==> src/rtl/uart_pkg.sv <==
// Shared UART definitions for the TX and RX paths: frame geometry, state encoding, parity.
// The UART_TX_ODD_PARITY_EN macro selects odd parity instead of the default even parity.
package uart_pkg;

  localparam int FRAME_BITS            = 11;
  localparam int DATA_BITS             = 8;
  localparam int BIT_COUNTS_9600_50MHZ = 5208;
  localparam logic LINE_IDLE           = 1'b1;

  typedef enum logic [2:0] {
    IDLE   = 3'd0,
    START  = 3'd1,
    DATA   = 3'd2,
    PARITY = 3'd3,
    STOP   = 3'd4
  } state_t;

  function automatic logic parity_of(input logic [DATA_BITS-1:0] data);
`ifdef UART_TX_ODD_PARITY_EN
    return ~^data;
`else
    return ^data;
`endif
  endfunction

endpackage

==> src/rtl/uart_baud_tick.sv <==
// Bit-time generator: tick is high for one cycle every BIT_COUNTS cycles, restarted by clear.
// Shared between the UART transmit and receive paths.
module uart_baud_tick #(
  parameter int BIT_COUNTS = 5208
) (
  input  logic clk,
  input  logic rst,
  input  logic clear,
  output logic tick
);

  localparam int CW = (BIT_COUNTS > 1) ? $clog2(BIT_COUNTS) : 1;
  localparam logic [CW-1:0] LAST = CW'(BIT_COUNTS - 1);

  logic [CW-1:0] r_count;

  // NOTE: state is updated with non-blocking assignments so every flop samples pre-edge values.
  always_ff @(posedge clk) begin
    if (rst || clear) begin
      r_count <= '0;
    end else if (r_count == LAST) begin
      r_count <= '0;
    end else begin
      r_count <= r_count + CW'(1);
    end
  end

  assign tick = !clear && (r_count == LAST);

endmodule

==> src/rtl/uart_tx_frame.sv <==
// UART transmitter: start, DATA_W data bits LSB first, parity, stop; all outputs registered.
// Define UART_TX_ODD_PARITY_EN for odd parity; default build sends even parity.
module uart_tx_frame
  import uart_pkg::*;
#(
  parameter int BIT_COUNTS = BIT_COUNTS_9600_50MHZ,
  parameter int DATA_W     = DATA_BITS
) (
  input  logic              clk,
  input  logic              rst,
  input  logic [DATA_W-1:0] tx_data,
  input  logic              tx_start,
  output logic              tx,
  output logic              busy,
  output logic              done,
  output logic              parity_o
);

  localparam int IW = $clog2(DATA_W);
  localparam logic [IW-1:0] LAST_IDX = IW'(DATA_W - 1);

  state_t            r_state;
  logic [DATA_W-1:0] r_shift;
  logic [IW-1:0]     r_bit_idx;
  logic              r_tx;
  logic              r_busy;
  logic              r_done;
  logic              r_parity;
  logic              w_tick;
  logic              w_clear;

  // Holding the counter cleared throughout IDLE restarts the bit time on every acceptance.
  assign w_clear = (r_state == IDLE);

  uart_baud_tick #(
    .BIT_COUNTS(BIT_COUNTS)
  ) u_baud (
    .clk  (clk),
    .rst  (rst),
    .clear(w_clear),
    .tick (w_tick)
  );

  always_ff @(posedge clk) begin
    if (rst) begin
      r_state   <= IDLE;
      r_shift   <= '0;
      r_bit_idx <= '0;
      r_tx      <= LINE_IDLE;
      r_busy    <= 1'b0;
      r_done    <= 1'b0;
      r_parity  <= 1'b0;
    end else begin
      r_done <= 1'b0;
      unique case (r_state)
        IDLE: begin
          r_tx   <= LINE_IDLE;
          r_busy <= 1'b0;
          if (tx_start) begin
            r_shift  <= tx_data;
            r_parity <= parity_of(tx_data);
            r_tx     <= 1'b0;
            r_busy   <= 1'b1;
            r_state  <= START;
          end
        end
        START: begin
          if (w_tick) begin
            r_bit_idx <= '0;
            r_tx      <= r_shift[0];
            r_state   <= DATA;
          end
        end
        DATA: begin
          if (w_tick) begin
            r_shift <= r_shift >> 1;
            if (r_bit_idx == LAST_IDX) begin
              r_tx    <= r_parity;
              r_state <= PARITY;
            end else begin
              r_bit_idx <= r_bit_idx + IW'(1);
              r_tx      <= r_shift[1];
            end
          end
        end
        PARITY: begin
          if (w_tick) begin
            r_tx    <= LINE_IDLE;
            r_state <= STOP;
          end
        end
        STOP: begin
          if (w_tick) begin
            r_done  <= 1'b1;
            r_busy  <= 1'b0;
            r_state <= IDLE;
          end
        end
        default: r_state <= IDLE;
      endcase
    end
  end

  assign tx       = r_tx;
  assign busy     = r_busy;
  assign done     = r_done;
  assign parity_o = r_parity;

endmodule

==> config.mk <==
export PLATFORM = sky130hd
export DESIGN_NAME = uart_tx_frame
export DESIGN_NICKNAME = d
export VERILOG_FILES = /design/src/rtl/uart_pkg.sv /design/src/rtl/uart_baud_tick.sv /design/src/rtl/uart_tx_frame.sv
export SDC_FILE = /design/constraint.sdc
export NUM_CORES = 1
export LEC_CHECK = 0
export BUFFER_PORTS_ARGS = -buffer_cell sky130_fd_sc_hd__buf_2
export CORE_ASPECT_RATIO = 0.7
export CORE_MARGIN = 2
export CORE_UTILIZATION = 40
export CTS_BUF_LIST = sky130_fd_sc_hd__clkbuf_4 sky130_fd_sc_hd__clkbuf_8
export CTS_CLUSTER_DIAMETER = 40
export DETAILED_ROUTE_END_ITERATION = 12
export GPL_ROUTABILITY_DRIVEN = 0
export GPL_TIMING_DRIVEN = 0
export PLACE_DENSITY = 0.63
export SLEW_MARGIN = 25
export SYNTH_ARGS = -nofsm -noshare
export SYNTH_HDL_FRONTEND = slang
export SYNTH_HIERARCHICAL = 1
export SYNTH_SLANG_ARGS = --single-unit
==> constraint.sdc <==
create_clock -name clk -period 4.3 [get_ports clk]
set_input_delay 0 -clock clk [delete_from_list [all_inputs] [get_ports clk]]
set_output_delay 0 -clock clk [all_outputs]
set_load 0.05 [all_outputs]
==> results.tsv <==
stage	metric	value	unit
cells_and_area	most common library cell in the layout ignoring fill and taps	sky130_fd_sc_hd__dfxtp_1	
sta	tightest slew margin relative to the limit	0.285	
die	Die Footprint	4820	µm²
clocking	CTS max path bufs	2	
drt	first drt pass iteration count	4	
grt	initial antenna violation count	0	
cells_and_area	commonest cells after routing, fill and taps aside	sky130_fd_sc_hd__dfxtp_1, sky130_fd_sc_hd__buf_2, sky130_fd_sc_hd__nor2_1	
drt	WL met2	1470	µm
setup_path	crit path capture	r_shift[1]$_SDFFE_PP0P_	
setup_path	number of cell instances on the worst register-to-register path	8	
sta	final sum of negative setup slack	0	ns
drt	initial drt markers	153	
grt	grt total ovfl	0	
placement	HPWL after DPL	2540	µm
die	number of placed I/O pins	15	
sta	Setup violations, final	0	
synthesis	synth unique cells	50	
sta	fin crit period	3.11	ns
cells_and_area	count of non-filler cells in the finished layout	249	
clocking	Sinks on Clock Net	31	
cells_and_area	Area Growth Syn to Fin	14.6	%
setup_path	nature of the critical path startpoint	register	
sta	fraction of the cycle the final worst path needs	0.723	
clocking	clk slew on worst S/H paths	0.07	ns
synthesis	leading register cell type out of synthesis	sky130_fd_sc_hd__dfxtp_1	
drt	via count	1392	
setup_path	Max Fanout on Critical Path	10	
cells_and_area	area of all sequential standard cells	621	µm²
drt	Routed WL	3520	µm
setup_path	Crit Reg-Reg Startpoint	u_baud/r_count[3]$_SDFF_PP0_	
cells_and_area	antenna cells	0	
die	standard cell core area	4020	µm²
clocking	clock latency on the worst-skew pair	0.27	ns
synthesis	synthesized instance count	174	
cells_and_area	Layout fillers	360	
drt	highest routing layer actually used	met4	
drt	via density per instance	5.59	
setup_path	type of element capturing the critical path	register	
grt	first-pass GRT wire length	6180	µm
clocking	CTS Buf Count	5	
min_path	hold crit path type	input pin to register	
drt	M1 wire length	1870	µm
cells_and_area	ratio of cells with drive above 1 in the final layout	0.289	
synthesis	post-synthesis instance area	1710	µm²
synthesis	count of synthesis-stage warnings from yosys	6	
power_and_ir_drop	worst supply voltage drop on vdd	0.162	mV
setup_path	ordered cell list for the critical path	buf_2, or4b_2, nor4_1, mux2i_1, nor3_4, buf_4, nor2_1, a211oi_2	
setup_path	CP arrival	3.31	ns
grt	via count of the first global-routing pass	1358	
sta	transition time at the pin with the least slew margin	1.06	ns
cells_and_area	area occupied by multi-input gates	1000	µm²
die	Rows	19	
drt	routed length per placed instance	14.1	µm
synthesis	number of enable-type register cells in the synthesized netlist	0	
setup_path	cell with the largest stage delay on the worst path	sky130_fd_sc_hd__nor4_1	
grt	GRT Overall Usage	0.169	
clocking	count of H-tree levels built during CTS	2	
sta	final clock skew	0.00783	ns
die	die outline width	82.1	µm
clocking	Gates resized, CTS repair	0	
die	starting density of the core	0.425	
sta	final count of pins violating max slew	0	
outcome	outcome	finished clean	
setup_path	required time reported for the critical path endpoint	4.50	ns
flow_run	maxcap violations	0	
grt	largest net degree at the start of global routing	11	
placement	worst slack, placed	1.22	ns
drt	count of antenna-violating nets left after detailed routing	0	
sta	unrepaired setup endpoints after global routing	false	
placement	number of placed instances, taps included	240	
power_and_ir_drop	static power due to leakage	0.652	nW
sta	highest clock rate	322	MHz
synthesis	part of the Yosys area used for sequential elements	0.363	
setup_path	category of the critical setup timing path	register to register	
sta	post-layout worst setup margin	1.19	ns
setup_path	setup slack of the worst register-to-register path	1.19	ns
drt	length of routed met3 wiring	154	µm
sta	final number of hold-violating endpoints	0	
setup_path	worst reg2reg path endpoint	r_shift[1]$_SDFFE_PP0P_	
clocking	root buf cell	sky130_fd_sc_hd__clkbuf_8	
setup_path	delay of the slowest cell on the worst path	0.82	ns
clocking	clock tree from TritonCTS	yes	
synthesis	number of storage elements in the synthesis netlist	31	
synthesis	Synth async-reset ratio	0	
setup_path	Critical Path Source	u_baud/r_count[3]$_SDFF_PP0_	
power_and_ir_drop	power density relative to cell area	321	nW/µm²
die	Die Y	58.7	µm
drt	number of remaining DRC errors	0	
placement	quantity of I/O buffers inserted on ports	14	
synthesis	net count after synthesis	188	
synthesis	mean instance size in the synthesized netlist	9.82	µm²
cells_and_area	net total in the final layout	210	
==> cell families (layout without fill, tap and decap cells) <==
family,count (synthesis),after routing,synth area share
AND/OR/NAND/NOR,65,65,0.263
AO/OA/AOI/OAI,40,40,0.186
flip-flops,31,31,0.363
buffers and inverters,14,37,0.0498
XOR/XNOR,11,11,0.0564
multiplexers,10,10,0.0593
adder cells (fa/ha/maj),3,3,0.0220
==> metal layers <==
metal | track usage | up-vias
met4 | 0.0619 | 0
met3 | 0.0475 | 6
met5 | 0 | -
li1 | - | 698
met2 | 0.253 | 43
met1 | 0.232 | 645
==> flip-flops by register name, summed over array words and instances (netlist names) <==
register and count:
u_baud/r_count 13, r_shift 8, r_bit_idx 3, r_state 3, busy 1, done 1, parity_o 1, tx 1
==> Yosys cell counts (all sizes together) (2+ instances only) <==
cell / number / area share
a31oi: 3 / 0.011
a311oi: 2 / 0.010
xor2: 2 / 0.010
ha: 3 / 0.022
nand2: 9 / 0.020
nor3b: 3 / 0.023
mux2i: 9 / 0.053
or3: 3 / 0.011
nor2b: 3 / 0.012
inv: 3 / 0.0066
nor4: 4 / 0.015
nand4b: 2 / 0.010
nor2: 12 / 0.026
nor3: 8 / 0.045
or2: 2 / 0.0073
xnor2: 9 / 0.046
o2111ai: 2 / 0.010
clkbuf: 2 / 0.0044
dfxtp: 31 / 0.36
a211oi: 13 / 0.084
buf: 9 / 0.039
o21ai: 7 / 0.023
o31ai: 3 / 0.013
or4b: 2 / 0.014
a21oi: 8 / 0.026
nand3: 6 / 0.018
or4: 2 / 0.0088
nand4: 3 / 0.015
==> area by class of cell <==
cell class / count / area share
Inverter: 3 / 0.00575
Clock buffer: 8 / 0.0531
Multi-Input combinational cell: 129 / 0.512
Buffer: 11 / 0.0377
Tap cell: 52 / 0.0332
Sequential cell: 31 / 0.317
Timing Repair Buffer: 15 / 0.0409
==> what timing repair did <==
| item | 4_1_cts | 5_1_grt |
|---|---|---|
| endpoints found under the hold margin | 1 | 0 |
| hold buffers | 1 | 0 |
| setup buffers | 0 | 0 |
==> power by group <==
group	internal (mW)	switching (mW)	total (mW)
combinational	0.0280	0.0411	0.0691
clock	0.152	0.103	0.256
sequential	0.297	0.00615	0.303
==> per-stage QoR <==
stage          power [mW]  hold slack [ns]  utilization  cell area, µm²
4_1_cts             0.637           0.0427        0.487            1960
3_3_place_gp        0.375            0.261        0.459            1840
6_report            0.628           0.0480        0.487            1960
2_1_floorplan       0.360            0.110            -            1710
5_1_grt             0.656           0.0438        0.487            1960
3_5_place_dp        0.378            0.273        0.459            1840
==> critical path, delay by kind of cell (launching register included) <==
kind / cells / cell delay [ns]
AND/OR/NAND/NOR: 4 / 1.85
flip-flops: 1 / 0.30
buffers and inverters: 2 / 0.41
AO/OA/AOI/OAI: 1 / 0.18
multiplexers: 1 / 0.29
==> worst min-delay path by stage <==
stage,cells past startpoint,slack (ns),endpoint,start
after floorplan,1,0.11,parity_o$_SDFFE_PP0P_,tx_start
after global placement,2,0.26,parity_o$_SDFFE_PP0P_,tx_start
after detailed placement,2,0.27,parity_o$_SDFFE_PP0P_,tx_start
after CTS,3,0.04,u_baud/r_count[12]$_SDFF_PP0_,rst
after global routing,3,0.04,u_baud/r_count[12]$_SDFF_PP0_,rst
final,3,0.05,u_baud/r_count[12]$_SDFF_PP0_,rst
Power figures use the tool's default switching activity.
